## src/rtl/merge_scheduler.sv

```systemverilog
// merge_scheduler: packet-granular round-robin merge of lane0, lane1 and core.
// Optional watchdog: define MERGE_SCHEDULER_WATCHDOG_EN.
module merge_scheduler #(
  parameter int WIDTH   = 11,
  parameter int NREQ    = 3,
  parameter int TIMEOUT = 64
) (
  input  logic                  clk,
  input  logic                  rst_n,
  input  logic [NREQ-1:0]       req_valid,
  input  logic [NREQ-1:0]       req_last,
  input  logic [NREQ*WIDTH-1:0] req_data,
  output logic [NREQ-1:0]       req_ready,
  output logic                  out_valid,
  output logic [WIDTH-1:0]      out_data,
  output logic [1:0]            out_src,
  output logic                  out_last,
  input  logic                  out_ready,
  output logic                  locked,
  output logic [15:0]           pkt_count,
  output logic                  wd_err
);

  typedef enum logic {IDLE, LOCK} state_t;

  state_t     state;
  logic [1:0] rr_ptr;
  logic [1:0] owner;
  logic       can_load;
  logic       sel_hit;
  logic [1:0] sel_idx;
  logic [1:0] idx;
  logic       xfer;
  logic       sel_last;
  logic [WIDTH-1:0] sel_data;

  function automatic logic [1:0] inc3(input logic [1:0] x);
    return (x == 2'd2) ? 2'd0 : x + 2'd1;
  endfunction

  assign can_load = !out_valid || out_ready;
  assign locked   = (state == LOCK);

  // Pick the source: owner while locked, else first valid from rr_ptr.
  always_comb begin
    sel_hit = 1'b0;
    sel_idx = 2'd0;
    idx     = rr_ptr;
    if (state == LOCK) begin
      sel_hit = req_valid[owner];
      sel_idx = owner;
    end else begin
      for (int k = 0; k < NREQ; k++) begin
        if (!sel_hit && req_valid[idx]) begin
          sel_hit = 1'b1;
          sel_idx = idx;
        end
        idx = inc3(idx);
      end
    end
  end

  assign xfer      = can_load && sel_hit && rst_n;
  assign req_ready = xfer ? (NREQ'(1) << sel_idx) : '0;
  assign sel_last  = req_last[sel_idx];
  assign sel_data  = req_data[sel_idx*WIDTH +: WIDTH];

`ifdef MERGE_SCHEDULER_WATCHDOG_EN
  localparam int WDW = $clog2(TIMEOUT + 1);
  logic [WDW-1:0] wd_cnt;
`else
  assign wd_err = 1'b0;
`endif

  // Output register, packet lock FSM, round-robin pointer and counters.
  always_ff @(posedge clk) begin
    if (!rst_n) begin
      state     <= IDLE;
      rr_ptr    <= 2'd0;
      owner     <= 2'd0;
      out_valid <= 1'b0;
      out_data  <= '0;
      out_src   <= 2'd0;
      out_last  <= 1'b0;
      pkt_count <= 16'd0;
`ifdef MERGE_SCHEDULER_WATCHDOG_EN
      wd_err    <= 1'b0;
      wd_cnt    <= '0;
`endif
    end else begin
`ifdef MERGE_SCHEDULER_WATCHDOG_EN
      wd_err <= 1'b0;
`endif
      if (xfer) begin
        out_valid <= 1'b1;
        out_data  <= sel_data;
        out_src   <= sel_idx;
        out_last  <= sel_last;
`ifdef MERGE_SCHEDULER_WATCHDOG_EN
        wd_cnt    <= '0;
`endif
        if (sel_last) begin
          state     <= IDLE;
          pkt_count <= pkt_count + 16'd1;
          rr_ptr    <= inc3(sel_idx);
        end else if (state == IDLE) begin
          state <= LOCK;
          owner <= sel_idx;
        end
      end else if (out_ready) begin
        out_valid <= 1'b0;
      end
`ifdef MERGE_SCHEDULER_WATCHDOG_EN
      if (state == LOCK && !req_valid[owner]) begin
        if (wd_cnt == WDW'(TIMEOUT - 1)) begin
          wd_err <= 1'b1;
          wd_cnt <= '0;
          state  <= IDLE;
          rr_ptr <= inc3(owner);
        end else begin
          wd_cnt <= wd_cnt + 1'b1;
        end
      end
`endif
    end
  end

endmodule

```

## config.mk

```make
export PLATFORM = sky130hd
export DESIGN_NAME = merge_scheduler
export DESIGN_NICKNAME = d
export VERILOG_FILES = /design/src/rtl/merge_scheduler.sv
export SDC_FILE = /design/constraint.sdc
export NUM_CORES = 1
export LEC_CHECK = 0
export BUFFER_PORTS_ARGS = -buffer_cell sky130_fd_sc_hd__buf_2
export CORE_UTILIZATION = 45
export DETAILED_ROUTE_END_ITERATION = 16
export GPL_TIMING_DRIVEN = 0
export PLACE_DENSITY_LB_ADDON = 0.05
export REMOVE_ABC_BUFFERS = 1
export SYNTH_ARGS = -nofsm -noshare
export SYNTH_HDL_FRONTEND = slang
export SYNTH_SLANG_ARGS = --single-unit
```

## constraint.sdc

```tcl
create_clock -name clk -period 9.3 [get_ports clk]
set_clock_uncertainty 0.1 [all_clocks]
set_input_delay 2.79 -clock clk [delete_from_list [all_inputs] [get_ports clk]]
set_output_delay 2.79 -clock clk [all_outputs]
set_load 0.02 [all_outputs]
```

# Yosys cells after proc, flatten, opt, wreduce, memory -nomap -nowiden
# Index checks and enable logic that the tools add are counted.
# W data, S select, Z words.
# totals
reg_bits	36
inputBits	42
output_inout_bits	36
wordCells	63
# op_classes
add_sub_neg	4
mul	1
n_lt_le_gt_ge	5
n_eq_ne	3
shifts	2
mux	27
bitwise_logic	2
reduce_logical	11
# op_table
operator	count
$shiftx A33 B7 Y11	1
$add A16 B1 Y16 const B	1
$lt A2 B3 Y1 const B	5
$mux W1	14
$mux W2	7
$bmux W1 S2	5
$add A2 B1 Y2 const B	3
$eq A2 B2 Y1 const B	3
$mul A2 B4 Y6 const B	1
$logic_and A1 B1 Y1	4
$logic_not A1 Y1	3
$mux W3	1
$reduce_and A3 Y1	1
$shl A1 B2 Y3 const A	1
$not A1 Y1	2
$reduce_and A2 Y1	1
$reduce_bool A2 Y1	1
$logic_or A1 B1 Y1	1

# Depth between registers and ports, before layout
# Gate-level depths: netlist of run 1.
# logic_depth
depth_word	16
depth_mapped	8
mapped_depth_nobuf	5

# Least setup slack after synthesis of run 1
# No wires, ideal clock.
# synth_path
path_kind	input -> output
startpoint	input req_valid[0]
endpoint	output req_ready[2]
arrival_ns	4.093
t_required_ns	6.410
path_slack_ns	2.317
cell_stages	5
path_buffers	1
cell_sequence	nor2b_1 > or4_1 > clkbuf_1 > and2_1 > nor2_1
# synth_between
elab_chain_cells	15
word_cells_on_any_way	26
cone_classes	1 x shift; 19 x mux; 6 x reduce/logical
# synth_lines
element	line	source
from (decl)	10	input logic [NREQ-1:0] req_valid,
$bmux W1 S2	54	if (!sel_hit && req_valid[idx]) begin
$mux W1 (not written as such)	54	
$mux W1	54	
$mux W1	49	if (state == LOCK) begin
$logic_not A1 Y1	54	
$logic_and A1 B1 Y1	54	
$mux W1	54	
$mux W1	49	
$logic_not A1 Y1	54	
$logic_and A1 B1 Y1	54	
$mux W1	54	
$mux W1	49	
$logic_and A1 B1 Y1 (2 in series)	63	assign xfer = can_load && sel_hit && rst_n;
$mux W3 *	64	assign req_ready = xfer ? (NREQ'(1) << sel_idx) : '0;
to (decl)	13	output logic [NREQ-1:0] req_ready,
# Mark *: on every way between the ends. The rest lies on a longest branch, timed or not. The select of a mux whose other input is x is not followed.

# Worst setup path in the final report of run 1
# layout_path
startpoint	input rst_n
endpoint	output req_ready[0]
# layout_between
elab_chain_cells	2
# layout_lines
element	line	source
from (decl)	9	input logic rst_n,
$logic_and A1 B1 Y1	63	
$mux W3	64	
# Every way passes these cells.

==> results of run 1 <==
==> state kept, by name, summed over array words and instances (netlist names) <==
register,flops
out_data,11
owner,2
out_src,2
locked,1
out_last,1
out_valid,1
pkt_count,16
rr_ptr,2
==> worst max-delay path: stages <==
cell and delay [ns]:
buf_2 0.62, o211a_1 0.33, and2_1 0.84, and3_1 0.28, buf_2 0.17
==> path summary, 6_finish.rpt <==
check             endpoint  slack (ns)  depth (start not counted)
max reg2reg   pkt_count[1]        6.71                          5
min reg2reg  pkt_count[15]        0.37                          2
min          pkt_count[15]        0.37                          2
max           req_ready[0]        1.37                          5
==> through the flow <==
step | hold slack [ns] | utilization, % | area, sq um | power (mW)
global placement | 0.356 | 56.3 | 2530 | 0.299
global route | 0.401 | 58.0 | 2610 | 0.426
finish | 0.373 | 58.0 | 2610 | 0.401
detailed placement | 0.367 | 56.3 | 2530 | 0.300
CTS | 0.381 | 58.0 | 2610 | 0.405
floorplan | 0.384 | - | 2090 | 0.259
==> power by group <==
part           switching (mW)  internal (mW)  total, mW
Sequential             0.0123          0.168      0.180
Combinational          0.0734         0.0429      0.116
Clock                  0.0541         0.0509      0.105
==> cell type report <==
type / instances / share of cell area [%]
tap: 52 / 2.49
clock inverter: 1 / 0.192
multi-input combinational: 202 / 51.2
clock buffer: 6 / 2.78
timing repair buffer: 76 / 14.6
inverter: 8 / 1.15
sequential: 36 / 27.6
==> per-layer routing <==
layer | up-vias | part of all wire, % | track usage, % | wire length (microns)
li1 | 1100 | - | - | -
met4 | 0 | 1.0 | 5.88 | 53
met3 | 5 | 4.7 | 6.33 | 237
met5 | - | 0 | 0 | 0
met1 | 970 | 49 | 28.2 | 2490
met2 | 45 | 45 | 34.3 | 2320
==> cell usage in the layout (no fill, tap or decap), types with 4 or more instances in the layout <==
cell type / instances
a21boi_0: 12
inv_1: 8
nor2_1: 4
a2111oi_2: 4
and3_1: 16
nand2b_1: 12
dfxtp_1: 36
a31oi_1: 11
nand3_1: 6
buf_2: 76
a211oi_1: 4
o21ai_1: 10
nand2_1: 42
mux2i_1: 21
nand4_1: 5
o21ai_0: 17
clkbuf_8: 5
==> kinds of logic after synthesis <==
family | share of synthesized area [%]
simple gates | 21.9
compound gates | 28.9
flops | 33.0
buf+inv | 5.89
mux | 9.61
fa+ha+maj | 0.572
other cells | 0.171
==> results by stage, run 1 <==
Status:
- The run finished with clean final reports.

Die:
- During I/O placement, the number of pins put on the boundary was 78.
- The total die area is 5140 sq um.
- The die span in y is 71.7 microns.
- The floorplan row count is 24.
- The starting density of the core is 48.6%.
- The region available for standard cell placement spans 4500 sq um.
- The die is 71.7 microns wide.

Worst setup path:
- The biggest fanout along the worst timing path is 49.
- The startpoint identified for the worst register-to-register timing path is locked.
- The category of the worst setup path capture point is an output pin.
- STA puts the critical path data arrival time at 5.04 ns.
- At the worst endpoint, the required time is 6.41 ns.
- The source of the critical timing path is rst_n.
- The critical path in this run is classified as in -> out.
- The critical path launch point type is an input pin.

STA:
- The number of hold violations in the final report is 0.
- After layout, the worst setup slack is 1.37 ns.
- The total setup violations reported at the end of the flow is 0.
- Dividing the final minimum period by the clock period gives 85.3%.
- The number of pins exceeding their max-slew limit in the final report is 0.
- The shortest period the worst path allows is 7.93 ns.
- In this run the tightest slew margin relative to its limit is 30.1%.
- The setup TNS after final layout is 0 ns.
- Setup repair after global routing left no endpoint under its margin.
- For this run, the top clock speed supported by timing is 126 MHz.
- The pin slew with the least headroom to its limit is 1.05 ns.

Logic synthesis:
- In this run, distinct cell masters in the synthesized netlist total 45.
- The post-synthesis instance total is 267.
- The share of the Yosys chip area taken by registers is 33.0%.
- Sorting the synthesized cells by how often they occur yields 42 x nand2_1, 36 x dfxtp_1, 21 x mux2i_1.
- The average size of a mapped cell is 8.19 sq um.
- The dominant cell type by area after synthesis is dfxtp_1.
- Synthesis inferred 36 register bits.
- By area the synthesized netlist is led by dfxtp_1 33%, mux2i_1 9.6%, nand2_1 7.2%.
- The warning count from the yosys run is 0.
- The area share of the largest cell type after synthesis is 33.0%.
- Counting flops with a built-in enable in the synthesized netlist gives 0.
- The cell with the most instances after synthesis is nand2_1.
- Among all flip-flop cells after synthesis, the most frequent one is dfxtp_1.
- Of all flip-flops after synthesis, the portion carrying an async set or reset was 0%.
- The synthesized cell area is 2190 sq um.

Power:
- The peak ir drop on the vdd network is 0.0000930 V.
- The leakage component of the power is 1.13 nW.
- The cell area power density is 154 nW/um^2.

CTS:
- The clock insertion delay at the later pin of the skew report is 0.29 ns.
- The clock root buffer is clkbuf_8.
- The number of hold-repair buffers added at the cts stage is 0.
- Clock tree synthesis inserted a total of 5 buffers.
- The CTS tree is built.
- The clock tree synthesis step divided the H-tree into 2 levels.
- The maximum buffer depth of the clock tree is 2.
- The clock-pin transition on the worst setup and hold timing paths is 0.07 ns.
- The number of buffers inserted to repair setup after CTS is 0.
- For this design, the sink count on the clock tree is 36.
- The number of cells upsized or downsized after cts is 0.

Min path:
- The path class of the lowest-slack min-delay path is reg -> reg.
- The startpoint identified for the worst hold timing path is pkt_count[15].

Drt:
- The average vias per placed instance is 5.56.
- For this run, design rule violations remaining after detail routing come to 0.
- Dividing the detail-routed wire length by the instance count gives 13.4 microns.
- The residual antenna-violating net count after detailed routing is 0.
- The routed design has 5100 microns of wire.
- For this run, the detailed router's first-pass iteration total came to 4.
- For this block, the via count after detailed routing is 2,120.
- The iteration-0 DRC count of the detailed router is 167.

Placement:
- The total of buffers placed on input and output ports is 76.
- The worst-case setup slack after placement is 1.37 ns.
- At the end of routability-driven placement, the weighted congestion stood at 0.842.
- After detailed placement, the design holds a cell count of 374.
- Once detailed placement completed, the half-perimeter wirelength came to 3520 microns.

Global route:
- Entering global routing, the biggest net connects 50 pins.
- The number of global-route vias before repair is 1,909.
- The number of antenna violations at the first check in global routing was 0.
- The overall overflow remaining after global route is 0.
- The global routing usage summed across all routing layers is 21.5%.
- The first global-routing pass estimated 8690 microns of wire.

Cells and area:
- In the final layout, flip-flops and latches occupy 721 sq um.
- In the final design database the tool counted 372 nets.
- For this run, the number of standard cells in the final layout without fillers is 381.
- The layout-stage area growth over the synthesis result is 19.4%.
- Summing all multi-input logic gate instances after layout gives 1340 sq um.
- 0 antenna diodes ended up in the layout.
- The count of filler cells inserted in the layout is 459.
- The fraction of layout cells with a size suffix above 1 is 28.6%.

Job:
- The number of max-cap violations is 0.
No activity file was read; power rests on OpenSTA's default activity.
==> inputs of run 2 (changes only) <==
RECOVER_POWER = 25   (was not set)
==> run 2 against run 1 <==
Die area is the same. Cell count is the same. Global-route usage unchanged. Fmax up 0.24%. Sequential share of layout area up 0.23 points. Non-clock buffer count unchanged. Power is 0.53% lower. Combinational power hardly changed. Flip-flop and latch count unchanged. Critical path depth did not move. Setup slack better by 0.019 ns. Clock power about the same. Critical path type unchanged. Largest power group unchanged.
==> results by stage, run 2 (synthesis gave the netlist of run 1 again) <==
STA:
- The number of pins exceeding their max-slew limit in the final report was 0 (unchanged).
- The total setup violations reported at the end of the flow is 0 (unchanged).
- Setup repair after global routing left no endpoint under its margin.
- The worst-case headroom to the max-slew limit is 30.9% (+0.81 points).
- The maximum achievable frequency is 126 MHz (+0.24%).
- The shortest period the worst path allows is 7.91 ns (-0.0190 ns).
- The pin slew with the least headroom to its limit is 1.04 ns (-0.0122 ns).
- The number of hold violations in the final report is 0 (unchanged).
- The setup TNS after final layout came to 0 ns (unchanged).
- The share of the clock period used by the worst path after layout is 85.1% (-0.20 points).

Cells and area:
- The library cell used most frequently in the layout, excluding fill and tap cells, is buf_2.
- The core occupancy in the finished layout was 57.5% (-0.47 points).
- The count of filler cells inserted in the layout is 471 (+2.6%).
- The final net count is 372 (unchanged).
- In the final layout, the registers with the most flip-flops are pkt_count (16), out_data (11).
- The flip-flop count of the largest register after layout came to 16 (unchanged).
- The antenna cell count is 0 (unchanged).
- The layout-stage area growth over the synthesis result is 18.4%.
- The fraction of layout cells with a size suffix above 1 is 23.4% (-5.2 points).
- More flip-flops sit in one register than any other, and that register is pkt_count.
- The top cell types in the final layout, fill and taps aside, are 59 x buf_2, 42 x nand2_1, 36 x dfxtp_1, 21 x mux2i_1, 18 x clkbuf_1.

Die:
- The count of boundary I/O pins is 78 (unchanged).
- The floorplan row count is 24 (unchanged).
- The starting density of the core was 48.6% (unchanged).
- The area inside the core boundary was 4500 sq um (unchanged).
- The x dimension of the die is 71.7 microns (unchanged).
- The total die area was 5140 sq um (unchanged).
- The die span in y came to 71.7 microns (unchanged).

CTS:
- The maximum buffer depth of the clock tree is 2 (unchanged).
- The number of hold-repair buffers added at the cts stage came to 0 (unchanged).
- Clock tree synthesis selected as its root buffer the cell clkbuf_8.
- The number of clock sinks seen by CTS is 36 (unchanged).
- The clock-pin transition on the worst setup and hold timing paths came to 0.07 ns (about the same).
- The number of buffers inserted to repair setup after CTS is 0 (unchanged).
- The CTS tree is built.
- The maximum level of the CTS H-tree is 2 (unchanged).
- The number of clock buffers inserted by TritonCTS came to 5 (unchanged).
- The clock insertion delay at the later pin of the skew report is 0.29 ns (about the same).
- The number of cells upsized or downsized after cts is 0 (unchanged).

Worst setup path:
- The worst reg-to-reg setup slack is 6.74 ns (+0.03 ns).
- The logic depth of the worst register-to-register path is 5 (unchanged).
- In this run the worst setup path terminates at req_ready[0].
- The critical path launch point type is an input pin.
- The biggest fanout along the worst timing path is 49 (unchanged).
- The critical path in this run is classified as in -> out.
- The data arrival at the endpoint of the critical path is 5.02 ns (-0.02 ns).
- STA classifies the critical path endpoint as an output pin.
- In this run the worst setup path begins at rst_n.
- The capture point of the worst reg-to-reg path is pkt_count[1].
- The startpoint identified for the worst register-to-register timing path is locked.
- The data required time of the critical path is 6.41 ns (about the same).

Power:
- The design internal power is 259 uW (-0.85%).
- The cell area power density is 154 nW/um^2 (+0.29%).
- The share of total power in combinational logic is 28.6% (-0.4 points).
- The leakage component of the power is 1.07 nW (-5.8%).
- The switching fraction of total power is 35.0% (+0.21 points).
- The peak ir drop on the vdd network is 0.0000928 V (-0.14%).
- The switching power is 140 uW (about the same).
- The share of power burned in registers was 45.1% (+0.2 points).
- The power share of the clock group is 26.3% (about the same).

Global route:
- The number of antenna violations at the first check in global routing came to 0 (unchanged).
- The global-route wire length before repair was 8690 microns (unchanged).
- The pin count of the biggest net entering global routing came to 50 (unchanged).
- The overall overflow remaining after global route was 0 (unchanged).
- The number of global-route vias before repair is 1,909 (unchanged).
- The global routing usage summed across all routing layers is 21.5% (unchanged).

Job:
- The number of max-cap violations is 0 (unchanged).

Status:
- The run finished with clean final reports.

Drt:
- The average wire length per cell after detail routing came to 13.2 microns (-0.92%).
- The total wire length is 5050 microns (-0.92%).
- The iteration-0 DRC count of the detailed router was 128 (-23%).
- The detailed-routing iteration count for the pre-antenna-repair pass is 4 (unchanged).
- The post-route DRC violation count is 0 (unchanged).
- The average vias per placed instance is 5.55 (-0.19%).
- The residual antenna-violating net count after detailed routing came to 0 (unchanged).
- The count of vias placed by the detailed router is 2,116 (-0.19%).

Min path:
- The worst hold path begins at pkt_count[15].
- The path class of the lowest-slack min-delay path is reg -> reg.

Placement:
- The HPWL reported at the end of detailed placement was 3520 microns (unchanged).
- The total of buffers placed on input and output ports is 76 (unchanged).
- The global placement routability congestion was 0.842 (unchanged).
-- run 2: cell types whose count changed in the layout (fill, tap and decap cells not counted) --
cell,delta
buf_2,-17
clkbuf_1,+17
-- run 2: cell type report --
| type | count | area, sq um | area share [%] |
|---|---|---|---|
| inverter | 8 | 30.0 | 1.16 |
| timing repair buffer | 76 | 359 | 13.9 |
| multi-input combinational | 202 | 1340 | 51.6 |
| clock buffer | 6 | 72.6 | 2.80 |
| clock inverter | 1 | 5.00 | 0.193 |
| sequential | 36 | 721 | 27.8 |
| tap | 52 | 65.1 | 2.51 |
-- run 2: worst min path at each step --
stage	end	slack [ns]	depth (start not counted)
after floorplan	owner[0]	0.38	2
after global placement	pkt_count[15]	0.36	2
after detailed placement	pkt_count[15]	0.37	2
after CTS	pkt_count[15]	0.38	2
after global routing	pkt_count[15]	0.40	2
final	pkt_count[15]	0.38	2
-- run 2: metrics by stage --
stage | cells | hold slack (ns) | power [mW] | setup slack [ns] | area [sq um]
2_1_floorplan | 246 | 0.384 | 0.259 | 2.26 | 2090
3_3_place_gp | 374 | 0.356 | 0.299 | 1.38 | 2530
3_5_place_dp | 374 | 0.367 | 0.300 | 1.37 | 2530
4_1_cts | 381 | 0.381 | 0.405 | 1.36 | 2610
5_1_grt | 381 | 0.403 | 0.424 | 1.17 | 2590
6_report | 381 | 0.376 | 0.399 | 1.39 | 2590
-- run 2: critical path: stages --
cell	delay, ns
buf_2	0.61
o211a_1	0.32
and2_1	0.83
and3_1	0.28
buf_2	0.17
-- run 2: power by group through the flow --
stage / clock network [mW] / registers [mW] / logic, mW
2_1_floorplan: 0 / 0.195 / 0.0644
6_report: 0.105 / 0.180 / 0.114
5_1_grt: 0.114 / 0.183 / 0.127
4_1_cts: 0.108 / 0.180 / 0.117
3_3_place_gp: 0 / 0.183 / 0.116
3_5_place_dp: 0 / 0.183 / 0.117
-- run 2: metal layers --
layer / global-route usage (%) / vias up / wire [microns] / part of all wire (%)
met5: 0 / - / 0 / 0
met4: 5.88 / 0 / 53 / 1.0
met3: 6.33 / 5 / 264 / 5.2
met2: 34.3 / 51 / 2270 / 45
met1: 28.2 / 961 / 2460 / 49
li1: - / 1099 / - / -
==> inputs of run 3 (changes only) <==
REMOVE_ABC_BUFFERS = not set   (was 1)
==> run 3 against run 2 <==
Die area stayed put. First-iteration DRC count decreased by 0.78%. Largest cell class unchanged. Fmax grew 5.9%. Register-to-register slack gained 0.36 ns. Sequential power about the same. Clock power rose by 11%. Setup slack improved by 0.44 ns. Cell area increased by 4.4%. Critical endpoint unchanged.
==> results by stage, run 3 (synthesis gave the netlist of run 1 again) <==
Status:
- The run finished with clean final reports.

Worst setup path:
- The slowest cell on the critical path is clkbuf_1.
- The stage delay of the slowest cell on the critical path came to 0.42 ns (-0.41 ns).
- The worst reg-to-reg setup slack was 7.10 ns (+0.36 ns).
- The data arrival at the endpoint of the critical path was 4.58 ns (-0.44 ns).
- The biggest fanout along the worst timing path is 10 (-80%).
- STA classifies the critical path endpoint as an output pin.
- The setup path with the least slack is of type in -> out.
- The endpoint identified for the worst register-to-register timing path is pkt_count[11].
- The startpoint of the worst register-to-register path is rr_ptr[0].
- The data required time of the critical path is 6.41 ns (about the same).
- The logic depth of the worst register-to-register path was 6 (+1).
- The critical path goes through buf_2 > a21boi_0 > o211a_1 > and2_1 > clkbuf_1 > clkbuf_1 > and3_1 > buf_2.
- The critical path launch point type is an input pin.

STA:
- The pin slew with the least headroom to its limit was 0.505 ns (-0.532 ns).
- The setup TNS after final layout was 0 ns (unchanged).
- The number of hold violations in the final report is 0 (unchanged).
- The final hold slack came to 0.372 ns (-0.00402 ns).
- The total setup violations reported at the end of the flow is 0 (unchanged).
- The maximum achievable frequency is 134 MHz (+5.9%).
- The share of the clock period used by the worst path after layout is 80.3% (-4.8 points).
- Setup repair after global routing left no endpoint under its margin.
- The shortest period the worst path allows came to 7.47 ns (-0.443 ns).
- The number of pins exceeding their max-slew limit in the final report is 0 (unchanged).
- The worst-case headroom to the max-slew limit is 66.2% (+35 points).

Die:
- The total die area is 5140 sq um (unchanged).
- The starting density of the core is 48.6% (unchanged).
- The count of boundary I/O pins is 78 (unchanged).
- The die span in y is 71.7 microns (unchanged).
- The floorplan row count is 24 (unchanged).
- The area inside the core boundary is 4500 sq um (unchanged).
- The x dimension of the die is 71.7 microns (unchanged).

CTS:
- The maximum buffer depth of the clock tree was 2 (unchanged).
- The number of clock sinks seen by CTS is 36 (unchanged).
- The CTS tree is built.
- The clock insertion delay at the later pin of the skew report is 0.29 ns (about the same).
- The number of cells upsized or downsized after cts is 0 (unchanged).
- The clock root buffer is clkbuf_8.
- The number of hold-repair buffers added at the cts stage is 0 (unchanged).
- The clock-pin transition on the worst setup and hold timing paths is 0.07 ns (about the same).
- The maximum level of the CTS H-tree was 2 (unchanged).
- The number of clock buffers inserted by TritonCTS is 5 (unchanged).
- The number of buffers inserted to repair setup after CTS is 0 (unchanged).

Cells and area:
- The area used by multi-input combinational logic came to 1340 sq um (unchanged).
- Compared with the post-synthesis result, the final layout area differs by 23.6%.
- The flip-flop count of the largest register after layout came to 16 (unchanged).
- The register area was 721 sq um (unchanged).
- The fraction of layout cells with a size suffix above 1 is 24.5% (+1.1 points).
- The final net count came to 393 (+5.6%).
- The antenna cell count was 0 (unchanged).
- More flip-flops sit in one register than any other, and that register is pkt_count.
- The library cells used most frequently in the layout, excluding fill and tap cells, are 63 x buf_2, 42 x nand2_1, 36 x dfxtp_1, 31 x clkbuf_1, 21 x mux2i_1.
- In the final layout, the registers with the most flip-flops are pkt_count (16), out_data (11).
- Leaving out fill and tap cells, the most frequent cell in the layout is buf_2.
- The count of filler cells inserted in the layout is 436 (-7.4%).

Drt:
- The average vias per placed instance is 5.58 (+0.53%).
- The iteration-0 DRC count of the detailed router is 127 (-0.78%).
- The post-route DRC violation count is 0 (unchanged).
- The residual antenna-violating net count after detailed routing came to 0 (unchanged).
- The detailed-routing iteration count for the pre-antenna-repair pass came to 4 (unchanged).
- The count of vias placed by the detailed router is 2,250 (+6.3%).
- The total wire length is 5800 microns (+15%).
- The average wire length per cell after detail routing is 14.4 microns (+8.7%).

Power:
- The peak ir drop on the vdd network was 0.000103 V (+11%).
- The leakage component of the power is 1.13 nW (+5.7%).
- The total power was 422 uW (+5.7%).
- The cell area power density is 156 nW/um^2 (+1.2%).

Global route:
- The global-route wire length before repair is 9690 microns (+11%).
- The overall overflow remaining after global route is 0 (unchanged).
- The global routing usage summed across all routing layers came to 24.0% (+2.5 points).
- The number of global-route vias before repair is 2,029 (+6.3%).
- The pin count of the biggest net entering global routing is 12 (-76%).
- The number of antenna violations at the first check in global routing came to 0 (unchanged).

Logic synthesis:
- The number of nets in the synthesized netlist is 310.

Placement:
- The HPWL reported at the end of detailed placement was 4270 microns (+22%).
- The total of buffers placed on input and output ports is 76 (unchanged).
- The global placement routability congestion was 0.824 (-2.1%).

Min path:
- The path class of the tightest hold or removal check is reg -> reg.
- The hold path startpoint is pkt_count[15].
- For hold timing, the worst endpoint is pkt_count[15].
- The worst hold path cell count came to 2 (unchanged).

Job:
- The number of max-cap violations came to 0 (unchanged).
run 3: worst max path at each step:
stage / startpoint / end / slack (ns) / cells past startpoint
final: req_valid[2] / req_ready[0] / 1.83 / 8
after CTS: req_valid[2] / req_ready[0] / 1.83 / 8
after floorplan: req_valid[0] / req_ready[2] / 2.32 / 5
after global routing: req_valid[2] / req_ready[0] / 1.60 / 8
after detailed placement: req_valid[2] / req_ready[0] / 1.85 / 8
after global placement: req_valid[2] / req_ready[0] / 1.83 / 8
run 3: layer usage:
layer / share of wire (%) / global-route usage (%) / up-vias
li1: - / - / 1136
met1: 50 / 35.9 / 1035
met2: 42 / 33.8 / 73
met3: 6.0 / 4.64 / 6
met4: 1.4 / 8.93 / 0
met5: 0 / 0 / -
run 3: cell type report:
| type | count | area share [%] |
|---|---|---|
| Inverter | 8 | 1.11 |
| Clock buffer | 6 | 3.05 |
| Tap cell | 52 | 2.41 |
| Sequential cell | 36 | 26.7 |
| Buffer | 21 | 3.66 |
| Clock inverter | 2 | 0.370 |
| Timing Repair Buffer | 76 | 13.3 |
| Multi-Input combinational cell | 202 | 49.5 |
run 3: critical path: cells and delay by family:
| family | cells | cell delay, ns |
|---|---|---|
| AOI/OAI and AO/OA | 2 | 0.44 |
| and+or+nand+nor | 2 | 0.37 |
| buffers and inverters | 4 | 0.99 |
run 3: metrics by stage:
| stage | cell area [sq um] | instances | setup slack, ns | utilization (%) |
|---|---|---|---|---|
| final | 2700 | 403 | 1.83 | 60.0 |
| after global routing | 2700 | 403 | 1.60 | 60.0 |
| after CTS | 2730 | 403 | 1.83 | 60.5 |
| after detailed placement | 2630 | 395 | 1.85 | 58.4 |
| after global placement | 2630 | 395 | 1.83 | 58.4 |
| after floorplan | 2190 | 267 | 2.32 | - |
run 3: where the power goes:
part           internal, mW  switching (mW)
logic                0.0463          0.0804
clock network        0.0591          0.0577
registers             0.168          0.0107
total                 0.273           0.149
